<file path="config.mk">
export PLATFORM = sky130hd
export DESIGN_NAME = screen_tile_writer
export DESIGN_NICKNAME = d
export VERILOG_FILES = /design/src/rtl/screen_tile_writer.sv
export SDC_FILE = /design/constraint.sdc
export NUM_CORES = 1
export LEC_CHECK = 0
export CORE_MARGIN = 3
export CORE_UTILIZATION = 30
export CTS_BUF_LIST = sky130_fd_sc_hd__clkbuf_2
export DETAILED_ROUTE_END_ITERATION = 10
export DONT_BUFFER_PORTS = 1
export PLACE_DENSITY = 0.4
export SLEW_MARGIN = 25
export SYNTH_ARGS = -nofsm -noshare
export SYNTH_HDL_FRONTEND = slang
export SYNTH_SLANG_ARGS = --single-unit
export TNS_END_PERCENT = 100
</file>
<file path="constraint.sdc">
create_clock -name clock -period 8.9 [get_ports clock]
set_input_delay 0.445 -clock clock [delete_from_list [all_inputs] [get_ports clock]]
set_output_delay 0.445 -clock clock [all_outputs]
set_load 0.005 [all_outputs]
</file>
<file path="src/rtl/screen_tile_writer.sv">
// Tile-screen producer: turns write/fill/clear commands into row-major
// screen-memory writes, optionally deferred to the next vsync falling edge.
module screen_tile_writer #(
    parameter int COLS        = 40,
    parameter int ROWS        = 30,
    parameter int WAIT_VBLANK = 0
) (
    input  logic        clock,
    input  logic        reset,
    input  logic        cmd_valid,
    output logic        cmd_ready,
    input  logic [1:0]  cmd_op,
    input  logic [5:0]  cmd_col,
    input  logic [4:0]  cmd_row,
    input  logic [5:0]  cmd_w,
    input  logic [4:0]  cmd_h,
    input  logic [3:0]  cmd_code,
    input  logic        vsync,
    output logic        we,
    output logic [10:0] waddr,
    output logic [3:0]  wdata,
    output logic        busy,
    output logic        done
);

    typedef enum logic [1:0] {
        S_IDLE,
        S_WAITV,
        S_WRITE,
        S_DONE
    } state_t;

    state_t      state_q, state_d;
    logic [5:0]  col_q, col_d;
    logic [5:0]  cur_col_q, cur_col_d;
    logic [5:0]  end_col_q, end_col_d;
    logic [4:0]  cur_row_q, cur_row_d;
    logic [4:0]  end_row_q, end_row_d;
    logic [3:0]  code_q, code_d;
    logic        vs_q;

    logic [6:0]  n_col, n_row, n_w, n_h;
    logic [6:0]  room_c, room_r, ew, eh;
    logic [6:0]  ecol, erow;
    logic        empty;
    logic [10:0] addr;

    // Normalise and clip the incoming command
    always_comb begin
        n_col = {1'b0, cmd_col};
        n_row = {2'b0, cmd_row};
        n_w   = {1'b0, cmd_w};
        n_h   = {2'b0, cmd_h};
        unique case (cmd_op)
            2'd0: begin
                n_w = 7'd1;
                n_h = 7'd1;
            end
            2'd2: begin
                n_col = 7'd0;
                n_row = 7'd0;
                n_w   = 7'(COLS);
                n_h   = 7'(ROWS);
            end
            default: ;
        endcase
        empty = (cmd_op == 2'd3) || (n_col >= 7'(COLS)) ||
                (n_row >= 7'(ROWS)) || (n_w == 7'd0) || (n_h == 7'd0);
        room_c = 7'(COLS) - n_col;
        room_r = 7'(ROWS) - n_row;
        ew     = (n_w < room_c) ? n_w : room_c;
        eh     = (n_h < room_r) ? n_h : room_r;
        ecol   = n_col + ew - 7'd1;
        erow   = n_row + eh - 7'd1;
    end

    // addr = col + 40*row
    assign addr = {5'b0, cur_col_q} + {1'b0, cur_row_q, 5'b0} +
                  {3'b0, cur_row_q, 3'b0};

    assign cmd_ready = (state_q == S_IDLE) && !reset;
    assign we        = (state_q == S_WRITE);
    assign waddr     = we ? addr : 11'd0;
    assign wdata     = we ? code_q : 4'd0;
    assign busy      = (state_q != S_IDLE);
    assign done      = (state_q == S_DONE);

    always_comb begin
        state_d   = state_q;
        col_d     = col_q;
        cur_col_d = cur_col_q;
        cur_row_d = cur_row_q;
        end_col_d = end_col_q;
        end_row_d = end_row_q;
        code_d    = code_q;
        unique case (state_q)
            S_IDLE: begin
                if (cmd_valid) begin
                    col_d     = n_col[5:0];
                    cur_col_d = n_col[5:0];
                    cur_row_d = n_row[4:0];
                    end_col_d = ecol[5:0];
                    end_row_d = erow[4:0];
                    code_d    = cmd_code;
                    if (empty)
                        state_d = S_DONE;
                    else if (WAIT_VBLANK != 0)
                        state_d = S_WAITV;
                    else
                        state_d = S_WRITE;
                end
            end
            S_WAITV: begin
                if (vs_q && !vsync)
                    state_d = S_WRITE;
            end
            S_WRITE: begin
                if (cur_col_q == end_col_q) begin
                    cur_col_d = col_q;
                    if (cur_row_q == end_row_q)
                        state_d = S_DONE;
                    else
                        cur_row_d = cur_row_q + 5'd1;
                end else begin
                    cur_col_d = cur_col_q + 6'd1;
                end
            end
            S_DONE: state_d = S_IDLE;
            default: state_d = S_IDLE;
        endcase
    end

    always_ff @(posedge clock) begin
        if (reset) begin
            state_q   <= S_IDLE;
            col_q     <= 6'd0;
            cur_col_q <= 6'd0;
            cur_row_q <= 5'd0;
            end_col_q <= 6'd0;
            end_row_q <= 5'd0;
            code_q    <= 4'd0;
            vs_q      <= 1'b1;
        end else begin
            state_q   <= state_d;
            col_q     <= col_d;
            cur_col_q <= cur_col_d;
            cur_row_q <= cur_row_d;
            end_col_q <= end_col_d;
            end_row_q <= end_row_d;
            code_q    <= code_d;
            vs_q      <= vsync;
        end
    end

endmodule
</file>
==> summary.txt <==
Status
  – Status: completed

Logic synthesis
  – Fraction of registers with async set/reset: 0%
  – Top cells by area, synth: dfxtp_1 (22%), ha_1 (15%), nand2_1 (6.9%)
  – Post-synth EDFFs: 0
  – Seq/Total Area, Yosys: 22.1%
  – Synth cell types: 47
  – Yosys reg bits: 35
  – Leading area contributor after synthesis: dfxtp_1
  – Synth warn: 0
  – Synthesized Nets: 489
  – Most used DFF post-synth: dfxtp_1
  – Cells after Synth: 414
  – Syn Area/Cell: between 7 and 8 sq um
  – Cell Area, Synth: 0.00318 sq mm
  – Synth top area share: between 20 and 25%

Die
  – Die H: 109 microns
  – Starting Density: 31.6%
  – Die ar.: between 0.01 and 0.015 sq mm
  – Io pins: 51
  – Core Area: roughly 0.01 sq mm
  – Die width: about 110 microns
  – Row count: 36

Layout
  – Final #Nets: 478
  – Multi-input gate area: approximately 0.0023 sq mm
  – Layout cell share with drive strength beyond 1: 5.45%
  – Most common cell after layout, fill and taps aside: nand2_1
  – Layout fillers: 1101
  – N_diodes: 0
  – Most frequent cells in the layout: nand2_1 (58), nor2_1 (41), ha_1 (39), dfxtp_1 (35), a21oi_1 (34)
  – Final cell count without fillers: 537
  – Synth-to-layout area growth: 5.12%
  – Register area: 701 sq um

Clock tree
  – Total clock sinks: 35
  – H-tree levels: 2
  – Clk_lat worst skew: about 0.38 ns
  – Post-CTS setup buffer count: 0
  – # resized after CTS: 0
  – Hold buffer count at CTS: 0
  – TritonCTS Buffers: 5
  – CTS tree: yes
  – Clk pin slew, worst setup/hold paths: 0.20 ns
  – CTS Buffer Depth: 2
  – CTS root buf: clkbuf_2

Route
  – Initial DRC Count: 152
  – Final WL: roughly 8000 microns
  – Post-DR wirelength/cell: ~15 microns
  – Vias: 2647
  – Pre-antenna DRT Iters: 4
  – # DRC: 0
  – Via/cell ratio: 4.93
  – Post-route ant nets: 0

Run
  – Max-Cap Viols: 0

Power
  – Sw Share: 42.5%
  – Worst vdd ir: between 0.05 and 0.06 mV
  – Standby leakage power: 1.48 nW
  – Sequential Power Share: roughly a third
  – Internal Pwr Total: 0.372 mW
  – Power per cell area: between 150 and 200 mW/mm^2
  – Logic pwr share: 49.8%
  – Clk network pwr share: between 10% and 20%
  – Sw Pwr: around 0.27 mW

Setup path
  – CP Class: input port to register
  – Crit path required time: approximately 9 ns
  – Nature of the critical path endpoint: register
  – WP data arrival: 4.45 ns
  – Crit Path Max Fanout: 26
  – Worst R2R Setup Slack: 6.38 ns
  – Crit path launch type: input port

STA
  – Final max-slew violation count: 0
  – Fin Hold WS: 0.0911 ns
  – Final min period: 4.14 ns
  – Hold Vio Cnt, Final: 0
  – Final Skew: 0.00814 ns
  – Relative slew slack: a little under two fifths
  – Final TNS setup: 0 ns
  – Max Clk Rate: 242 MHz
  – Setup Viol. Count Final: 0
  – Worst Max-Slew Pin Slew: 0.925 ns
  – Fin crit share: 46.5%
  – RSZ-0062 raised after global routing: false

Placed design
  – IO buf count: 0
  – Placed wire-length estimate: 6170 microns
  – GP Congestion: between 0.8 and 0.9
  – Placed cell count: 529

GRT
  – Grt ovf: 0
  – GRT Total Usage: 14.3%
  – Initial antenna violation count: 0
  – Vias in the first global route: about 2600
  – Largest net degree at the start of global routing: 39
  – First-pass GRT wire length: around 13000 microns

Min path
  – Hold crit path type: input port to register
## path summary, 6_finish.rpt
path | start | end | depth (start not counted)
max reg2reg | state_q[1]$_SDFFE_PP0P_ | cur_col_q[5]$_SDFFE_PP0P_ | 5
min reg2reg | code_q[1]$_SDFFE_PP0P_ | code_q[1]$_SDFFE_PP0P_ | 2
min | reset | code_q[3]$_SDFFE_PP0P_ | 1
max | cmd_op[0] | end_col_q[5]$_SDFFE_PP0P_ | 25
## Yosys cell counts, drive strengths merged (3+ instances only)
library cell / instances
nand2: 58
nor2: 41
ha: 39
dfxtp: 35
a21oi: 34
inv: 30
xnor2: 20
o21ai: 17
xor2: 15
and2: 14
clkbuf: 14
nand3: 11
nor3: 10
a211oi: 8
nand2b: 7
buf: 6
mux2i: 6
mux2: 5
o31ai: 5
a21o: 4
fa: 4
nor2b: 4
a222oi: 3
a22oi: 3
nor4: 3
## kinds of logic (layout without fill, tap and decap cells)
group / count (synthesis) / in the layout / synth area share (%)
and+or+nand+nor: 155 / 155 / 22.6
AOI/OAI and AO/OA: 85 / 85 / 17.6
buffers and inverters: 50 / 40 / 6.30
adders and majority gates: 43 / 43 / 17.9
xor gates and xnor gates: 35 / 35 / 9.65
DFF: 35 / 35 / 22.1
muxes: 11 / 11 / 3.90
## critical path: stages
cell	delay (ns)
nand2b_1	0.07
buf_4	0.25
nand2_1	0.13
ha_1	0.24
nand2b_1	0.09
nand2_1	0.07
xnor2_1	0.12
nand2_1	0.09
ha_1	0.31
a2111oi_0	0.36
o21ai_1	0.13
o221ai_2	0.20
mux2_1	0.37
nand2_1	0.07
ha_1	0.14
inv_1	0.04
ha_1	0.18
inv_1	0.07
fa_1	0.21
inv_1	0.05
a21o_1	0.17
a21oi_1	0.16
xor2_1	0.19
xnor2_1	0.09
o31ai_1	0.17
## registers in the layout, summed over array words and instances (netlist names)
signal and count:
cur_col_q 6, end_col_q 6, col_q 6, vs_q 1
end_row_q 5, cur_row_q 5, code_q 4, state_q 2
## power by group through the flow
stage | clock (mW) | combinational [mW] | sequential (mW)
CTS | 0.112 | 0.329 | 0.219
floorplan | 0 | 0.276 | 0.212
finish | 0.107 | 0.322 | 0.218
global placement | 0 | 0.324 | 0.222
detailed placement | 0 | 0.326 | 0.223
global route | 0.118 | 0.375 | 0.224
## routing by layer
layer / track usage [%] / vias to the layer above / share of wire, %
li1: - / 1394 / -
met1: 20.9 / 1187 / 52
met2: 21.7 / 62 / 42
met3: 2.78 / 4 / 5.3
met4: 3.25 / 0 / 0.47
met5: 0 / - / 0
## per-stage QoR
step | total power, mW | setup slack [ns] | utilization [%] | area (sq um)
final | 0.647 | 4.76 | 33.2 | 3340
after global routing | 0.717 | 4.23 | 33.2 | 3340
after CTS | 0.659 | 4.74 | 33.2 | 3340
after detailed placement | 0.548 | 4.30 | 32.6 | 3270
after global placement | 0.546 | 4.40 | 32.6 | 3270
after floorplan | 0.487 | 3.97 | - | 3180
## layout make-up
cell class	instances	area share (%)
Clock inverter	3	1.31
Inverter	30	3.37
Tap cell	133	4.98
Clock buffer	5	0.749
Multi-Input combinational cell	329	68.2
Sequential cell	35	21.0
Timing Repair Buffer	2	0.450
No activity file was read; power rests on OpenSTA's default activity.
